===== src/rtl/mem_port_arbiter_if.sv =====
// Handshake and memory-system bus shared by the fetch port, the data port and
// the memory system around mem_port_arbiter.
interface mem_port_arbiter_if #(
    parameter int DATA_WIDTH = 32,
    parameter int ADDR_WIDTH = 10
);
  logic                  if_req;
  logic [ADDR_WIDTH-1:0] if_addr;
  logic                  if_ack;
  logic [DATA_WIDTH-1:0] if_rdata;
  logic                  dm_req;
  logic                  dm_we;
  logic [ADDR_WIDTH-1:0] dm_addr;
  logic [DATA_WIDTH-1:0] dm_wdata;
  logic                  dm_ack;
  logic [DATA_WIDTH-1:0] dm_rdata;
  logic                  mem_re;
  logic                  mem_we;
  logic [ADDR_WIDTH-1:0] mem_addr;
  logic [DATA_WIDTH-1:0] mem_wdata;
  logic                  mem_stall;
  logic [DATA_WIDTH-1:0] mem_rdata;
  logic                  busy;
  logic                  owner_dm;
  logic                  timeout_err;

  modport slave (
    input  if_req, if_addr, dm_req, dm_we, dm_addr, dm_wdata, mem_stall, mem_rdata,
    output if_ack, if_rdata, dm_ack, dm_rdata, mem_re, mem_we, mem_addr, mem_wdata,
    output busy, owner_dm, timeout_err
  );

  modport master (
    output if_req, if_addr, dm_req, dm_we, dm_addr, dm_wdata, mem_stall, mem_rdata,
    input  if_ack, if_rdata, dm_ack, dm_rdata, mem_re, mem_we, mem_addr, mem_wdata,
    input  busy, owner_dm, timeout_err
  );
endinterface


===== src/rtl/mem_port_arbiter.sv =====
// Two-port (fetch / data) arbiter in front of a single-port stalling memory system.
// Define ARB_DATA_PRIORITY_EN to give the data port fixed priority instead of round-robin.
module mem_port_arbiter #(
    parameter int DATA_WIDTH    = 32,
    parameter int ADDR_WIDTH    = 10,
    parameter int STALL_TIMEOUT = 64
) (
    input logic             clk,
    input logic             reset_n,
    mem_port_arbiter_if.slave bus
);
  localparam int CNT_W = $clog2(STALL_TIMEOUT + 1);

  localparam logic [1:0] S_IDLE  = 2'd0;
  localparam logic [1:0] S_ISSUE = 2'd1;
  localparam logic [1:0] S_RESP  = 2'd2;

  logic [1:0]            state_r;
  logic                  req_any_s;
  logic                  grant_dm_s;
  logic                  owner_dm_r;
  logic                  busy_r;
  logic                  timeout_err_r;
  logic [CNT_W-1:0]      stall_cnt_r;
  logic                  if_ack_r;
  logic                  dm_ack_r;
  logic [DATA_WIDTH-1:0] if_rdata_r;
  logic [DATA_WIDTH-1:0] dm_rdata_r;
  logic                  mem_re_r;
  logic                  mem_we_r;
  logic [ADDR_WIDTH-1:0] mem_addr_r;
  logic [DATA_WIDTH-1:0] mem_wdata_r;
`ifdef ARB_DATA_PRIORITY_EN
`else
  logic                  last_dm_r;
`endif

  // Winner selection for a grant issued from IDLE
  always_comb begin
    req_any_s  = bus.if_req | bus.dm_req;
    grant_dm_s = 1'b0;
`ifdef ARB_DATA_PRIORITY_EN
    grant_dm_s = bus.dm_req;
`else
    if (bus.if_req && bus.dm_req) begin
      grant_dm_s = ~last_dm_r;
    end else begin
      grant_dm_s = bus.dm_req;
    end
`endif
  end

  // Transaction FSM; the mem_* registers double as the latched request copy
  always_ff @(posedge clk or negedge reset_n) begin
    if (!reset_n) begin
      state_r       <= S_IDLE;
      owner_dm_r    <= 1'b0;
      busy_r        <= 1'b0;
      timeout_err_r <= 1'b0;
      stall_cnt_r   <= {CNT_W{1'b0}};
      if_ack_r      <= 1'b0;
      dm_ack_r      <= 1'b0;
      if_rdata_r    <= {DATA_WIDTH{1'b0}};
      dm_rdata_r    <= {DATA_WIDTH{1'b0}};
      mem_re_r      <= 1'b0;
      mem_we_r      <= 1'b0;
      mem_addr_r    <= {ADDR_WIDTH{1'b0}};
      mem_wdata_r   <= {DATA_WIDTH{1'b0}};
`ifdef ARB_DATA_PRIORITY_EN
`else
      last_dm_r     <= 1'b1;
`endif
    end else begin
      case (state_r)
        S_IDLE: begin
          if (req_any_s) begin
            state_r     <= S_ISSUE;
            busy_r      <= 1'b1;
            owner_dm_r  <= grant_dm_s;
            stall_cnt_r <= {CNT_W{1'b0}};
            mem_re_r    <= ~(grant_dm_s & bus.dm_we);
            mem_we_r    <= grant_dm_s & bus.dm_we;
            mem_addr_r  <= grant_dm_s ? bus.dm_addr : bus.if_addr;
            mem_wdata_r <= grant_dm_s ? bus.dm_wdata : {DATA_WIDTH{1'b0}};
`ifdef ARB_DATA_PRIORITY_EN
`else
            last_dm_r   <= grant_dm_s;
`endif
          end
        end
        S_ISSUE: begin
          if (bus.mem_stall) begin
            if (stall_cnt_r != CNT_W'(STALL_TIMEOUT)) begin
              stall_cnt_r <= stall_cnt_r + CNT_W'(1);
            end
            if (stall_cnt_r == CNT_W'(STALL_TIMEOUT - 1)) begin
              timeout_err_r <= 1'b1;
            end
          end else begin
            state_r     <= S_RESP;
            mem_re_r    <= 1'b0;
            mem_we_r    <= 1'b0;
            mem_addr_r  <= {ADDR_WIDTH{1'b0}};
            mem_wdata_r <= {DATA_WIDTH{1'b0}};
            if (owner_dm_r) begin
              dm_ack_r <= 1'b1;
              // Writes leave the data port's last read result untouched
              if (!mem_we_r) begin
                dm_rdata_r <= bus.mem_rdata;
              end
            end else begin
              if_ack_r   <= 1'b1;
              if_rdata_r <= bus.mem_rdata;
            end
          end
        end
        S_RESP: begin
          state_r  <= S_IDLE;
          busy_r   <= 1'b0;
          if_ack_r <= 1'b0;
          dm_ack_r <= 1'b0;
        end
        default: begin
          state_r  <= S_IDLE;
          busy_r   <= 1'b0;
          if_ack_r <= 1'b0;
          dm_ack_r <= 1'b0;
          mem_re_r <= 1'b0;
          mem_we_r <= 1'b0;
        end
      endcase
    end
  end

  assign bus.if_ack      = if_ack_r;
  assign bus.if_rdata    = if_rdata_r;
  assign bus.dm_ack      = dm_ack_r;
  assign bus.dm_rdata    = dm_rdata_r;
  assign bus.mem_re      = mem_re_r;
  assign bus.mem_we      = mem_we_r;
  assign bus.mem_addr    = mem_addr_r;
  assign bus.mem_wdata   = mem_wdata_r;
  assign bus.busy        = busy_r;
  assign bus.owner_dm    = owner_dm_r;
  assign bus.timeout_err = timeout_err_r;
endmodule

===== src/flat_wrapper.sv =====
// flat-port wrapper written by rule: the top's interface ports become plain ports
module mem_port_arbiter_flat 
#(
    parameter int DATA_WIDTH    = 32,
    parameter int ADDR_WIDTH    = 10,
    parameter int STALL_TIMEOUT = 64
)
  (clk, reset_n, bus_if_req, bus_if_addr, bus_dm_req, bus_dm_we, bus_dm_addr, bus_dm_wdata, bus_mem_stall, bus_mem_rdata, bus_if_ack, bus_if_rdata, bus_dm_ack, bus_dm_rdata, bus_mem_re, bus_mem_we, bus_mem_addr, bus_mem_wdata, bus_busy, bus_owner_dm, bus_timeout_err);
  mem_port_arbiter_if #(.DATA_WIDTH(DATA_WIDTH), .ADDR_WIDTH(ADDR_WIDTH)) bus_i ();
  input logic clk;
  input logic reset_n;
  input wire logic [$bits(bus_i.if_req)-1:0] bus_if_req;
  input wire logic [$bits(bus_i.if_addr)-1:0] bus_if_addr;
  input wire logic [$bits(bus_i.dm_req)-1:0] bus_dm_req;
  input wire logic [$bits(bus_i.dm_we)-1:0] bus_dm_we;
  input wire logic [$bits(bus_i.dm_addr)-1:0] bus_dm_addr;
  input wire logic [$bits(bus_i.dm_wdata)-1:0] bus_dm_wdata;
  input wire logic [$bits(bus_i.mem_stall)-1:0] bus_mem_stall;
  input wire logic [$bits(bus_i.mem_rdata)-1:0] bus_mem_rdata;
  output wire logic [$bits(bus_i.if_ack)-1:0] bus_if_ack;
  output wire logic [$bits(bus_i.if_rdata)-1:0] bus_if_rdata;
  output wire logic [$bits(bus_i.dm_ack)-1:0] bus_dm_ack;
  output wire logic [$bits(bus_i.dm_rdata)-1:0] bus_dm_rdata;
  output wire logic [$bits(bus_i.mem_re)-1:0] bus_mem_re;
  output wire logic [$bits(bus_i.mem_we)-1:0] bus_mem_we;
  output wire logic [$bits(bus_i.mem_addr)-1:0] bus_mem_addr;
  output wire logic [$bits(bus_i.mem_wdata)-1:0] bus_mem_wdata;
  output wire logic [$bits(bus_i.busy)-1:0] bus_busy;
  output wire logic [$bits(bus_i.owner_dm)-1:0] bus_owner_dm;
  output wire logic [$bits(bus_i.timeout_err)-1:0] bus_timeout_err;
  assign bus_i.if_req = bus_if_req;
  assign bus_i.if_addr = bus_if_addr;
  assign bus_i.dm_req = bus_dm_req;
  assign bus_i.dm_we = bus_dm_we;
  assign bus_i.dm_addr = bus_dm_addr;
  assign bus_i.dm_wdata = bus_dm_wdata;
  assign bus_i.mem_stall = bus_mem_stall;
  assign bus_i.mem_rdata = bus_mem_rdata;
  assign bus_if_ack = bus_i.if_ack;
  assign bus_if_rdata = bus_i.if_rdata;
  assign bus_dm_ack = bus_i.dm_ack;
  assign bus_dm_rdata = bus_i.dm_rdata;
  assign bus_mem_re = bus_i.mem_re;
  assign bus_mem_we = bus_i.mem_we;
  assign bus_mem_addr = bus_i.mem_addr;
  assign bus_mem_wdata = bus_i.mem_wdata;
  assign bus_busy = bus_i.busy;
  assign bus_owner_dm = bus_i.owner_dm;
  assign bus_timeout_err = bus_i.timeout_err;
  mem_port_arbiter #(.DATA_WIDTH(DATA_WIDTH), .ADDR_WIDTH(ADDR_WIDTH), .STALL_TIMEOUT(STALL_TIMEOUT)) u_core (.clk(clk), .reset_n(reset_n), .bus(bus_i));
endmodule

===== config.mk =====
export PLATFORM = sky130hd
export DESIGN_NAME = mem_port_arbiter_flat
export DESIGN_NICKNAME = d
export VERILOG_FILES = /design/src/rtl/mem_port_arbiter_if.sv /design/src/rtl/mem_port_arbiter.sv /design/src/flat_wrapper.sv
export SDC_FILE = /design/constraint.sdc
export NUM_CORES = 1
export LEC_CHECK = 0
export ABC_CLOCK_PERIOD_IN_PS = 3000
export BUFFER_PORTS_ARGS = -buffer_cell sky130_fd_sc_hd__buf_2
export CAP_MARGIN = 20
export CORE_MARGIN = 1
export CORE_UTILIZATION = 52
export DETAILED_ROUTE_END_ITERATION = 6
export PLACE_DENSITY_LB_ADDON = 0.12
export SYNTH_ARGS = -nofsm -noshare
export SYNTH_HDL_FRONTEND = slang
export SYNTH_SLANG_ARGS = --single-unit

===== constraint.sdc =====
create_clock -name clk -period 3 [get_ports clk]
set_input_delay 0.6 -clock clk [delete_from_list [all_inputs] [get_ports clk]]
set_output_delay 0.6 -clock clk [all_outputs]
set_load 0.01 [all_outputs]

; After elaboration in Yosys (flattened, before gate mapping)
; Index checks and enable logic that the tools add are counted.
[totals]
ff_bits = 123
in_bits = 90
[op_classes]
mux = 29
bitwise_logic = 10
eq_ne = 10
n_reduce_logical = 14
addsub = 1
[ops]
columns = cell, n
row1 = $mux 32, 3
row2 = $pmux 32 s2, 1
row3 = $mux 10, 3
row4 = $mux 7, 3
row5 = $pmux 10 s2, 1
row6 = $reduce_and 3->1, 6
row7 = $pmux 7 s2, 1
row8 = $mux 1, 9
row9 = $not 1->1, 8
row10 = $reduce_and 4->1, 2
row11 = $add 7x1->7 const B, 1
row12 = $eq 7x6->1 const B, 1
row13 = $ne 7x7->1 const B, 1
row14 = $ne 2x1->1 const B, 3
row15 = $ne 2x2->1 const B, 3
row16 = $pmux 1 s2, 3
row17 = $pmux 1 s3, 2
row18 = $reduce_and 2->1, 3
row19 = $mux 2, 2
row20 = $pmux 2 s2, 1
row21 = $eq 2x1->1 const B, 1
row22 = $eq 2x2->1 const B, 1
row23 = $logic_not 2->1, 1
row24 = $reduce_bool 2->1, 1
row25 = 3 further kinds, 3

; Logic depth before layout (Yosys ltp)
[depth]
ltp_word = 6
mapped_depth = 7
mapped_depth_nobuf = 5

; Worst setup path before layout
; Ideal clock, no wire load.
[synth_path]
kind = input to register
startpoint = input bus_mem_stall
endpoint = register u_core.if_rdata_r[10] (netlist: u_core.bus.if_rdata[10])
cell_stages = 5
n_path_buf = 2
slack_ns = 1.329
arrival_time_ns = 1.546
cell_sequence = nor3b_4 -> and2_4 -> buf_12 -> buf_12 -> mux2_4
[synth_between]
elab_chain_len = 2
[synth_rtl]
columns = element, line_no
row1 = "start, declared", flat_wrapper.sv:18  ; input wire logic [$bits(bus_i.mem_stall)-1:0] bus_mem_stall;
row2 = $not 1->1 (no line), n/a
row3 = $reduce_and 3->1 (no line), n/a
row4 = "end signal, assigned", mem_port_arbiter.sv:63  ; if_rdata_r <= {DATA_WIDTH{1'b0}};
row5 = "end signal, assigned", mem_port_arbiter.sv:113  ; if_rdata_r <= bus.mem_rdata;
row6 = "end, declared", mem_port_arbiter.sv:27  ; logic [DATA_WIDTH-1:0] if_rdata_r;
; Every way passes these cells.
; A chain may end at the register's enable or synchronous reset.

; Worst setup path in the final report
[layout_path]
startpoint = register u_core.state_r[1]
endpoint = register u_core.if_rdata_r[31] (netlist: u_core.bus.if_rdata[31])
[layout_between]
elab_chain_len = 2
[layout_rtl]
columns = element, line_no
row1 = "start, declared", mem_port_arbiter.sv:18  ; logic [1:0] state_r;
row2 = "start signal, assigned", mem_port_arbiter.sv:56  ; state_r <= S_IDLE;
row3 = "start signal, assigned", mem_port_arbiter.sv:77  ; state_r <= S_ISSUE;
row4 = "start signal, assigned", mem_port_arbiter.sv:100  ; state_r <= S_RESP;
row5 = $eq 2x1->1, mem_port_arbiter.sv:74  ; case (state_r)
row6 = $reduce_and 3->1 (no line), n/a
; Every way passes these cells.

==> reports/qor.json <==
{
  "run_status": {"value": "finished clean"},
  "cts.sinks": {"value": 123},
  "ys_seq_elements": {"value": 123},
  "p_int": {"value": 4870, "unit": "µW"},
  "start_util": {"value": 0.539},
  "per_cell_routed_wire_length": {"value": 15.5, "unit": "µm"},
  "global_route_wire_length_before_repair": {"value": 17100, "unit": "µm"},
  "clock_latency": {"value": 510, "unit": "ps"},
  "clk_pin_slew": {"value": 60, "unit": "ps"},
  "routed_wirelength": {"value": 10600, "unit": "µm"},
  "place.detailed.hpwl": {"value": 7540, "unit": "µm"},
  "yosysSeqAreaShare": {"value": 0.618},
  "first_pass_iters": {"value": 4},
  "cts_htree_levels": {"value": 4},
  "timing.setup.tns": {"value": 0, "unit": "ps"},
  "synth.area.top_cells": {"value": "sky130_fd_sc_hd__dfrtp_1 (61%), sky130_fd_sc_hd__mux2_4 (9.3%), sky130_fd_sc_hd__mux2_2 (7.5%)"},
  "die_w": {"value": 99.8, "unit": "µm"},
  "synth_nets": {"value": 425},
  "synthDistinctLibCells": {"value": 39},
  "clock_skew": {"value": 10.8, "unit": "ps"},
  "final.period_utilization": {"value": 0.639},
  "path_buf_inv": {"value": 0},
  "grt_pass1_vias": {"value": 3426},
  "cp-start-kind": {"value": "flop"},
  "grt_setup_unrepaired": {"value": "false"},
  "hp-class": {"value": "in2async"},
  "switchingPower": {"value": 2370, "unit": "µW"},
  "tritoncts.num_buffers": {"value": 17},
  "final_setup_violation_count": {"value": 0},
  "grt_antenna_before_repair": {"value": 0},
  "numPortBuffers": {"value": 202},
  "fmax": {"value": 522, "unit": "MHz"},
  "postSynth.topFlopCell": {"value": "sky130_fd_sc_hd__dfrtp_1"},
  "min_period": {"value": 1920, "unit": "ps"},
  "pin_count": {"value": 203},
  "synthDominantAreaCellType": {"value": "sky130_fd_sc_hd__dfrtp_1"},
  "worstRegToRegCells": {"value": 3},
  "report.final.hold_viol_count": {"value": 0},
  "standard_cell_rows": {"value": 35},
  "clock-root-buffer": {"value": "sky130_fd_sc_hd__clkbuf_8"},
  "fp.dieArea": {"value": 0.00997, "unit": "mm²"},
  "p_comb_frac": {"value": 0.355},
  "synth_largest_type_area_fraction": {"value": 0.613},
  "netSwitchingFraction": {"value": 0.328},
  "grt_max_degree": {"value": 59},
  "count_of_max_cap_constraint_violations": {"value": 0},
  "holdBufCountCts": {"value": 0},
  "power_leakage": {"value": 0.00346, "unit": "µW"},
  "cts_repair_resize_count": {"value": 0},
  "crit_cells": {"value": 3},
  "crit_fanout": {"value": 32},
  "whs": {"value": 129, "unit": "ps"},
  "synth_enable_flop_cells": {"value": 0},
  "seq_power_share": {"value": 0.386},
  "syn-cell-area": {"value": 0.00498, "unit": "mm²"},
  "slowest_library_cell_on_the_worst_path": {"value": "sky130_fd_sc_hd__and2_4"},
  "timing.critical_path.cells": {"value": "nor3b_4 -> and2_4 -> mux2_2"},
  "path_class": {"value": "reg2reg"},
  "critical-path-top-delay-family": {"value": "simple AND/OR/NAND/NOR gates"},
  "globalRouteTotalUtil": {"value": 0.221},
  "clock_tree_from_tritoncts": {"value": "yes"},
  "endpoint_kind": {"value": "flop"},
  "drv_slew": {"value": 0},
  "post_cts_buffers": {"value": 0},
  "globalplace.congestion": {"value": 0.739},
  "slew_headroom": {"value": 0.552},
  "globalRouteOverflowTotal": {"value": 0},
  "clkPwrFrac": {"value": 0.260},
  "ys.warnings.count": {"value": 0},
  "synthCells": {"value": 333},
  "finalCoreUtilization": {"value": 0.712},
  "route.detailed.drc": {"value": 0},
  "cp_data_required_time": {"value": 3380, "unit": "ps"},
  "core-area": {"value": 0.00924, "unit": "mm²"},
  "synthesis.area_per_instance": {"value": 15.0, "unit": "µm²"},
  "routed_via_density": {"value": 5.08},
  "max_stage_delay": {"value": 570, "unit": "ps"},
  "synthArstFlopShare": {"value": 1.00},
  "design.final.nets": {"value": 632},
  "areaGrowthSynthToFinish": {"value": 32.1, "unit": "%"},
  "drt_iter0_drc": {"value": 90},
  "vdd.ir_drop.worst": {"value": 507, "unit": "µV"},
  "insertedDiodeCount": {"value": 0},
  "worstMarginPinSlew": {"value": 672, "unit": "ps"},
  "post_route_cells_drive_above_1_share": {"value": 0.559},
  "postRouteAntennaNets": {"value": 0},
  "clock_tree.buffer_depth": {"value": 2},
  "p_per_area": {"value": 1100, "unit": "mW/mm²"},
  "route.vias.total": {"value": 3463},
  "critical_path_arrival": {"value": 2300, "unit": "ps"},
  "die_height": {"value": 99.8, "unit": "µm"}
}
per-layer routing:
layer	global-route usage	wire length (µm)	vias up
li1	-	-	1613
met1	0.288	4470	1695
met2	0.358	5220	142
met3	0.0662	750	13
met4	0.0713	134	0
met5	0	0	-
worst reg2reg max path: stages, from the launching register on:
cell                      delay (ps)
sky130_fd_sc_hd__dfrtp_1         490
sky130_fd_sc_hd__nor3b_4         310
sky130_fd_sc_hd__and2_4          570
sky130_fd_sc_hd__mux2_2          430
synthesized netlist by cell type, drive strengths merged, types with 3 or more instances:
library cell / count
a31oi: 3
o21ai: 16
buf: 16
nor2: 5
inv: 8
a22o: 32
nand2: 17
mux2: 64
dfrtp: 122
a21o: 4
mux2i: 11
clkbuf: 5
and2: 3
nand3: 8
cells in the final DEF (no fill, tap or decap), types with 2 or more instances in the layout:
master and count:
sky130_fd_sc_hd__buf_4 7, sky130_fd_sc_hd__a22o_1 32, sky130_fd_sc_hd__mux2_2 33, sky130_fd_sc_hd__inv_1 8, sky130_fd_sc_hd__clkbuf_16 16, sky130_fd_sc_hd__clkbuf_8 3, sky130_fd_sc_hd__inv_6 3, sky130_fd_sc_hd__nor2_1 5
sky130_fd_sc_hd__and2_1 2, sky130_fd_sc_hd__nand2_1 17, sky130_fd_sc_hd__buf_2 201, sky130_fd_sc_hd__a31oi_1 3, sky130_fd_sc_hd__o21ai_0 15, sky130_fd_sc_hd__mux2i_1 11, sky130_fd_sc_hd__clkinvlp_4 3, sky130_fd_sc_hd__a21o_1 4
sky130_fd_sc_hd__clkinv_2 2, sky130_fd_sc_hd__clkinv_4 3, sky130_fd_sc_hd__nand3_1 8, sky130_fd_sc_hd__mux2_4 31, sky130_fd_sc_hd__dfrtp_1 122, sky130_fd_sc_hd__ha_1 2
worst paths after layout:
path / start / slack (ps) / to
max: u_core.state_r[1]$_DFFE_PN0P_ / 1080 / u_core.bus.if_rdata[31]$_DFFE_PN0P_
min: reset_n / 130 / u_core.bus.dm_rdata[29]$_DFFE_PN0P_
max reg2reg: u_core.state_r[1]$_DFFE_PN0P_ / 1080 / u_core.bus.if_rdata[31]$_DFFE_PN0P_
min reg2reg: u_core.bus.timeout_err$_DFFE_PN0P_ / 470 / u_core.bus.timeout_err$_DFFE_PN0P_
max in group asynchronous: reset_n / 2130 / u_core.bus.mem_wdata[12]$_DFFE_PN0P_
min in group clk: bus_dm_wdata[30] / 310 / u_core.bus.mem_wdata[30]$_DFFE_PN0P_
final cells by class:
| class | instances | area (µm²) |
|---|---|---|
| Multi-Input combinational cell | 181 | 1670 |
| Fill cell | 680 | 2670 |
| Tap cell | 129 | 161 |
| Timing Repair Buffer | 209 | 1080 |
| Sequential cell | 123 | 3080 |
| Clock inverter | 12 | 115 |
| Inverter | 8 | 30.0 |
| Clock buffer | 20 | 445 |
sequential cells by signal (all words and copies together) (netlist names):
register / count
u_core.bus.mem_re: 1
u_core.bus.busy: 1
u_core.bus.if_ack: 1
u_core.state_r: 2
u_core.bus.dm_rdata: 32
u_core.last_dm_r: 1
u_core.bus.mem_wdata: 32
u_core.bus.mem_we: 1
u_core.stall_cnt_r: 7
u_core.bus.if_rdata: 32
u_core.bus.dm_ack: 1
u_core.bus.timeout_err: 1
u_core.bus.owner_dm: 1
u_core.bus.mem_addr: 10
power by group through the flow:
stage               Sequential [µW]  Combinational [µW]  Clock, µW
floorplan                      3100                1330          0
global placement               2790                2520          0
detailed placement             2800                2600          0
CTS                            2800                2600       1920
global route                   2890                2790       2000
finish                         2790                2570       1880
through the flow:
step	setup WS (ps)	area, µm²	power [µW]	instances
3_5_place_dp	863	6010	5400	650
3_3_place_gp	900	6010	5300	650
4_1_cts	1060	6580	7320	682
5_1_grt	954	6580	7680	682
2_1_floorplan	1330	4980	4440	333
6_report	1080	6580	7240	682
kinds of logic (layout without fill, tap and decap cells):
logic type,Yosys count,count (layout),share of synthesized area
DFF,123,123,0.618
muxes,75,75,0.190
AOI/OAI and AO/OA,63,63,0.0947
and+or+nand+nor,41,41,0.0445
adders and majority gates,2,2,0.00503
buffers and inverters,29,249,0.0470
Note: power is estimated with default switching activity, not from simulation.
